File: config.mk
export PLATFORM = sky130hd
export DESIGN_NAME = aes_mode_sched_flat
export DESIGN_NICKNAME = d
export VERILOG_FILES = /design/src/rtl/aes_mode_sched_if.sv /design/src/rtl/aes_mode_sched.sv /design/src/flat_wrapper.sv
export SDC_FILE = /design/constraint.sdc
export NUM_CORES = 1
export LEC_CHECK = 0
export ABC_CLOCK_PERIOD_IN_PS = 2180
export BUFFER_PORTS_ARGS = -buffer_cell sky130_fd_sc_hd__buf_2
export CAP_MARGIN = 20
export CORE_MARGIN = 1.5
export CORE_UTILIZATION = 38
export CTS_BUF_LIST = sky130_fd_sc_hd__clkbuf_2 sky130_fd_sc_hd__clkbuf_4 sky130_fd_sc_hd__clkbuf_8
export CTS_CLUSTER_SIZE = 25
export DETAILED_ROUTE_END_ITERATION = 10
export PLACE_DENSITY = 0.62
export SLEW_MARGIN = 10
export SYNTH_ARGS = -nofsm -noshare
export SYNTH_HDL_FRONTEND = slang
export SYNTH_SLANG_ARGS = --single-unit
export TNS_END_PERCENT = 10
File: constraint.sdc
create_clock -name clk -period 2.18 [get_ports clk]
set_input_delay 0.436 -clock clk [delete_from_list [all_inputs] [get_ports clk]]
set_output_delay 0.436 -clock clk [all_outputs]
set_load 0.02 [all_outputs]
File: src/rtl/aes_mode_sched_if.sv
// Requester, core and completion signals of aes_mode_sched bundled as one interface.
interface aes_mode_sched_if #(
    parameter int CNT_W = 3
);
    logic             req0;
    logic [1:0]       mode0;
    logic             ack0;
    logic             req1;
    logic [1:0]       mode1;
    logic             ack1;
    logic             core_ready;
    logic             core_start;
    logic [1:0]       core_mode;
    logic             core_done;
    logic             done_valid;
    logic [1:0]       done_mode;
    logic             done_id;
    logic             flush;
    logic             idle;
    logic [CNT_W-1:0] inflight;
    logic             err_underflow;

    modport slave (
        input  req0, mode0, req1, mode1, core_ready, core_done, flush,
        output ack0, ack1, core_start, core_mode, done_valid, done_mode, done_id,
               idle, inflight, err_underflow
    );

    modport master (
        output req0, mode0, req1, mode1, core_ready, core_done, flush,
        input  ack0, ack1, core_start, core_mode, done_valid, done_mode, done_id,
               idle, inflight, err_underflow
    );
endinterface

File: src/rtl/aes_mode_sched.sv
// Two-requester scheduler for a shared AES-256 core with in-order {id, mode} tag tracking.
// Define AES_SCHED_FIXED_PRIO_EN for fixed priority (requester 0 wins) instead of round-robin.
module aes_mode_sched #(
    parameter int DEPTH = 5,
    parameter int CNT_W = 3
) (
    input logic             clk,
    input logic             resetn,
    aes_mode_sched_if.slave sched
);
    typedef enum logic [1:0] {S_IDLE, S_RUN, S_FLUSH} state_e;
    typedef struct packed {
        logic       id;
        logic [1:0] mode;
    } tag_t;

    localparam int               PTR_W   = (DEPTH > 1) ? $clog2(DEPTH) : 1;
    localparam logic [CNT_W-1:0] DEPTH_C = CNT_W'(DEPTH);
    localparam logic [PTR_W-1:0] LAST_C  = PTR_W'(DEPTH - 1);

    state_e           state_q, state_d;
    logic [CNT_W-1:0] cnt_q, cnt_d;
    logic [PTR_W-1:0] head_q, head_d, tail_q, tail_d;
    tag_t             mem_q [DEPTH];
    tag_t             mem_d [DEPTH];
    logic             ack0_q, ack0_d, ack1_q, ack1_d, start_q, start_d;
    logic [1:0]       mode_q, mode_d;
    logic             dv_q, dv_d, err_q, err_d;
    tag_t             dtag_q, dtag_d;
    logic             elig0, elig1, pop, issue, grant0, grant1;
`ifndef AES_SCHED_FIXED_PRIO_EN
    logic             rr_q, rr_d;
`endif

    function automatic logic [PTR_W-1:0] ptr_inc(input logic [PTR_W-1:0] p);
        return (p == LAST_C) ? '0 : p + 1'b1;
    endfunction

    always_comb begin
        // A requester acked this cycle is still holding req for the same block.
        elig0  = sched.req0 & ~ack0_q;
        elig1  = sched.req1 & ~ack1_q;
        pop    = sched.core_done & (cnt_q != '0);
        // When full, a same-edge pop frees the slot the new push takes.
        issue  = (state_q != S_FLUSH) & ~sched.flush & sched.core_ready &
                 ((cnt_q < DEPTH_C) | pop) & (elig0 | elig1);
`ifdef AES_SCHED_FIXED_PRIO_EN
        grant0 = issue & elig0;
`else
        grant0 = issue & elig0 & (~elig1 | ~rr_q);
        rr_d   = issue ? grant0 : rr_q;
`endif
        grant1 = issue & ~grant0;

        ack0_d  = grant0;
        ack1_d  = grant1;
        start_d = issue;
        mode_d  = issue ? (grant0 ? sched.mode0 : sched.mode1) : mode_q;

        mem_d  = mem_q;
        tail_d = tail_q;
        if (issue) begin
            mem_d[tail_q] = '{id: grant1, mode: mode_d};
            tail_d        = ptr_inc(tail_q);
        end
        head_d = pop ? ptr_inc(head_q) : head_q;
        dv_d   = pop;
        dtag_d = pop ? mem_q[head_q] : dtag_q;
        err_d  = err_q | (sched.core_done & (cnt_q == '0));

        cnt_d = cnt_q;
        if (issue && !pop)      cnt_d = cnt_q + 1'b1;
        else if (pop && !issue) cnt_d = cnt_q - 1'b1;

        state_d = state_q;
        if (sched.flush) begin
            state_d = S_FLUSH;
        end else begin
            case (state_q)
                S_IDLE:  if (issue) state_d = S_RUN;
                S_RUN:   if (cnt_d == '0) state_d = S_IDLE;
                S_FLUSH: if (cnt_q == '0) state_d = S_IDLE;
                default: state_d = S_IDLE;
            endcase
        end
    end

    always_ff @(posedge clk) begin
        mem_q <= mem_d;
        if (!resetn) begin
            state_q <= S_IDLE;
            cnt_q   <= '0;
            head_q  <= '0;
            tail_q  <= '0;
            ack0_q  <= 1'b0;
            ack1_q  <= 1'b0;
            start_q <= 1'b0;
            mode_q  <= '0;
            dv_q    <= 1'b0;
            dtag_q  <= '0;
            err_q   <= 1'b0;
`ifndef AES_SCHED_FIXED_PRIO_EN
            rr_q    <= 1'b0;
`endif
        end else begin
            state_q <= state_d;
            cnt_q   <= cnt_d;
            head_q  <= head_d;
            tail_q  <= tail_d;
            ack0_q  <= ack0_d;
            ack1_q  <= ack1_d;
            start_q <= start_d;
            mode_q  <= mode_d;
            dv_q    <= dv_d;
            dtag_q  <= dtag_d;
            err_q   <= err_d;
`ifndef AES_SCHED_FIXED_PRIO_EN
            rr_q    <= rr_d;
`endif
        end
    end

    assign sched.ack0          = ack0_q;
    assign sched.ack1          = ack1_q;
    assign sched.core_start    = start_q;
    assign sched.core_mode     = mode_q;
    assign sched.done_valid    = dv_q;
    assign sched.done_mode     = dtag_q.mode;
    assign sched.done_id       = dtag_q.id;
    assign sched.idle          = (state_q == S_IDLE) && (cnt_q == '0);
    assign sched.inflight      = cnt_q;
    assign sched.err_underflow = err_q;
endmodule

File: src/flat_wrapper.sv
// flat-port wrapper written by rule: the top's interface ports become plain ports
module aes_mode_sched_flat 
#(
    parameter int DEPTH = 5,
    parameter int CNT_W = 3
)
  (clk, resetn, sched_req0, sched_mode0, sched_req1, sched_mode1, sched_core_ready, sched_core_done, sched_flush, sched_ack0, sched_ack1, sched_core_start, sched_core_mode, sched_done_valid, sched_done_mode, sched_done_id, sched_idle, sched_inflight, sched_err_underflow);
  aes_mode_sched_if #(.CNT_W(CNT_W)) sched_i ();
  input logic clk;
  input logic resetn;
  input wire logic [$bits(sched_i.req0)-1:0] sched_req0;
  input wire logic [$bits(sched_i.mode0)-1:0] sched_mode0;
  input wire logic [$bits(sched_i.req1)-1:0] sched_req1;
  input wire logic [$bits(sched_i.mode1)-1:0] sched_mode1;
  input wire logic [$bits(sched_i.core_ready)-1:0] sched_core_ready;
  input wire logic [$bits(sched_i.core_done)-1:0] sched_core_done;
  input wire logic [$bits(sched_i.flush)-1:0] sched_flush;
  output wire logic [$bits(sched_i.ack0)-1:0] sched_ack0;
  output wire logic [$bits(sched_i.ack1)-1:0] sched_ack1;
  output wire logic [$bits(sched_i.core_start)-1:0] sched_core_start;
  output wire logic [$bits(sched_i.core_mode)-1:0] sched_core_mode;
  output wire logic [$bits(sched_i.done_valid)-1:0] sched_done_valid;
  output wire logic [$bits(sched_i.done_mode)-1:0] sched_done_mode;
  output wire logic [$bits(sched_i.done_id)-1:0] sched_done_id;
  output wire logic [$bits(sched_i.idle)-1:0] sched_idle;
  output wire logic [$bits(sched_i.inflight)-1:0] sched_inflight;
  output wire logic [$bits(sched_i.err_underflow)-1:0] sched_err_underflow;
  assign sched_i.req0 = sched_req0;
  assign sched_i.mode0 = sched_mode0;
  assign sched_i.req1 = sched_req1;
  assign sched_i.mode1 = sched_mode1;
  assign sched_i.core_ready = sched_core_ready;
  assign sched_i.core_done = sched_core_done;
  assign sched_i.flush = sched_flush;
  assign sched_ack0 = sched_i.ack0;
  assign sched_ack1 = sched_i.ack1;
  assign sched_core_start = sched_i.core_start;
  assign sched_core_mode = sched_i.core_mode;
  assign sched_done_valid = sched_i.done_valid;
  assign sched_done_mode = sched_i.done_mode;
  assign sched_done_id = sched_i.done_id;
  assign sched_idle = sched_i.idle;
  assign sched_inflight = sched_i.inflight;
  assign sched_err_underflow = sched_i.err_underflow;
  aes_mode_sched #(.DEPTH(DEPTH), .CNT_W(CNT_W)) u_core (.clk(clk), .resetn(resetn), .sched(sched_i));
endmodule
==> results.toml <==
[worst_setup_path]
r2r_slack_ns = 0.26
start_kind = "register"
path_class = "register to primary output"
crit_slowest_cell = "dfxtp_1"
cpPeakStageDelay_ns = 0.47
critPathMaxFanout = 6
critPathArrivalTime_ns = 1.50
required_ns = 1.74
worstPathCellList = "inv_1 -> ha_1 -> nand2b_1 -> nor3_1 -> buf_2"
crit_path_end_kind = "primary output"

[pwr]
total_leakage_power_nw = 0.7914
p_int_mw = 1.416
combPwrFrac = 0.361
power_mw = 2.229
switchingPower_mw = 0.8128
p_clk_frac = 0.232
pwr-share-seq = 0.407
p_sw_frac = 0.3646
powerDensity_nw_per_um2 = 1100
ir_worst_vdd_uv = 431.3

[logic_synthesis]
synth.most_common_cell = "dfxtp_1"
yosys.area.top_type_share = 0.2622
synthCells = 154
synth_seq_area_share = 0.5186
synth_cell_type_count = 48
syn-num-nets = 172
synthArstFlopShare = 0
synth_top_cells_by_count = "22 x dfxtp_1, 17 x nor2_1, 15 x edfxtp_1, 11 x a21oi_1, 10 x inv_1"
synth.avg_cell_area_um2 = 11.16
ys_ff_latch = 37
yosysWarnings = 0
synth-edff-count = 15
syn-cell-area_um2 = 1718
synthFlopType = "dfxtp_1"
synth_area_leader_cell = "edfxtp_1"
synth.area.top_cells = "edfxtp_1 26%, dfxtp_1 26%, ha_1 5.1%"

[die]
die_h_um = 70.24
rows = 24
ioPinCount = 25
die_area_um2 = 4933
core_area_um2 = 4354
floorplan.initialDensity = 0.3945
fp.dieW_um = 70.24

[drt]
drc = 0
wl_per_cell_um = 14.54
drtIter0Drc = 68
antenna_left = 0
vias_per_cell = 5.274
drt_wl_total_mm = 3.504
via_count = 1271
drt_pre_antenna_iters = 4

[finish]
syn2layout_area_growth_pct = 17.92
drive_gt1_frac = 0.2857
n_fill_cell = 398
seqCellArea_um2 = 890.9
multi_input_area_um2 = 762.0
num_antenna_cells = 0
final_nets = 206

[sta]
min_period_ns = 1.932
rsz0062_at_grt = "no"
finClkSkew_ns = 0.004264
fmax_mhz = 517.7
tns_ns = 0
relSlewSlack = 0.7257
slew_viol_final = 0
setup_violations = 0
tightest_slew_ns = 0.4099
hold_viol = 0
fin_crit_sh = 0.8860
whs_ns = 0.4063

[global_routing]
grt_first_pass_wirelength_mm = 5.837
first_global_vias = 1252
grt_use_total = 0.1512
grt_max_degree = 19
antenna_found_initial = 0
overflow = 0

[cts]
clockBufferDepth = 2
cts_tree = "done"
clk_pin_slew_ns = 0.07
clockRootBuffer = "clkbuf_8"
ctsHtreeMaxLevel = 2
cts_sinks = 37
cts_setup_buffers = 0
cts_buffers = 5
cts_resized = 0
holdBufCountCts = 0
clk-insertion-delay-late_ns = 0.28

[place]
dp_hpwl_mm = 2.580
io_buffers = 24
place_congestion = 0.8211

[run_status]
status = "completed"

[hold_path]
hold_path_class = "primary input to register"

[job]
maxCapViolCount = 0
## final cells by class
class	instances	area share
Sequential cell	37	0.4398
Clock buffer	8	0.04818
Tap cell	52	0.03212
Multi-Input combinational cell	102	0.3762
Timing Repair Buffer	30	0.08153
Inverter	12	0.02224
## per-layer routing
metal	up-vias	share of wire	wire length, µm	GRT usage
li1	637	-	-	-
met1	607	0.50	1740	0.1952
met2	25	0.46	1597	0.2358
met3	2	0.045	159	0.05916
met4	0	0.0020	7	0.04274
met5	-	0	0	0
## path summary, 6_finish.rpt
kind              cells past startpoint                                    end                                  start
hold reg to reg                       2  u_core.sched.err_underflow$_SDFF_PN0_  u_core.sched.err_underflow$_SDFF_PN0_
setup / recovery                      5                             sched_idle    u_core.sched.inflight[1]$_SDFF_PN0_
setup reg to reg                      7         u_core.state_q[0]$_SDFFE_PP0P_    u_core.sched.inflight[1]$_SDFF_PN0_
hold / removal                        3         u_core.state_q[1]$_SDFFE_PN0P_                            sched_flush
## stage by stage
step | instances | setup WS [ns] | utilization | area [µm²]
floorplan | 154 | 0.2349 | - | 1718
global placement | 233 | 0.3000 | 0.4428 | 1928
detailed placement | 233 | 0.2289 | 0.4428 | 1928
CTS | 241 | 0.2580 | 0.4652 | 2026
global route | 241 | 0.1062 | 0.4652 | 2026
finish | 241 | 0.2484 | 0.4652 | 2026
## cells in the final DEF (no fill, tap or decap), drive strengths merged, types with 2 or more instances in the layout
cell type and n:
a211oi 2, a21oi 11, a222oi 2, a311oi 3
and2 3, and2b 3, buf 30, clkbuf 8
dfxtp 22, edfxtp 15, ha 7, inv 11
mux4 3, nand2 7, nand2b 3, nand3b 2
nor2 18, nor2b 4, nor3 5, nor4 4
o211ai 3, o21ai 7, xnor2 2
## sequential cells by signal (all words and copies together) (netlist names), 2 cells and up
signal,flops
u_core.sched.done_mode,2
u_core.state_q,2
u_core.tail_q,3
u_core.mem_q,15
u_core.sched.inflight,3
u_core.head_q,3
u_core.sched.core_mode,2
## power groups by stage
stage | Clock (mW) | Combinational, mW | Sequential, mW
after global routing | 0.561 | 0.895 | 0.921
after detailed placement | 0 | 0.799 | 0.923
after CTS | 0.530 | 0.804 | 0.907
final | 0.517 | 0.805 | 0.906
after floorplan | 0 | 0.554 | 0.972
after global placement | 0 | 0.775 | 0.919
## cell families (layout without fill, tap and decap cells)
logic type / after synthesis / count (layout) / share of synthesized area
AO/OA/AOI/OAI: 36 / 36 / 0.1683
XOR/XNOR: 2 / 2 / 0.01020
adder cells (fa/ha/maj): 7 / 7 / 0.05098
buffers and inverters: 15 / 50 / 0.03787
flip-flops: 37 / 37 / 0.5186
multiplexers: 4 / 4 / 0.04515
AND/OR/NAND/NOR: 53 / 53 / 0.1690
## worst max-delay path: cells and delay by family, from the launching register on
family,cells,cell delay [ns]
AND/OR/NAND/NOR,2,0.20
adder cells (fa/ha/maj),1,0.24
buffers and inverters,2,0.30
flip-flops,1,0.47
Power figures use the tool's default switching activity.
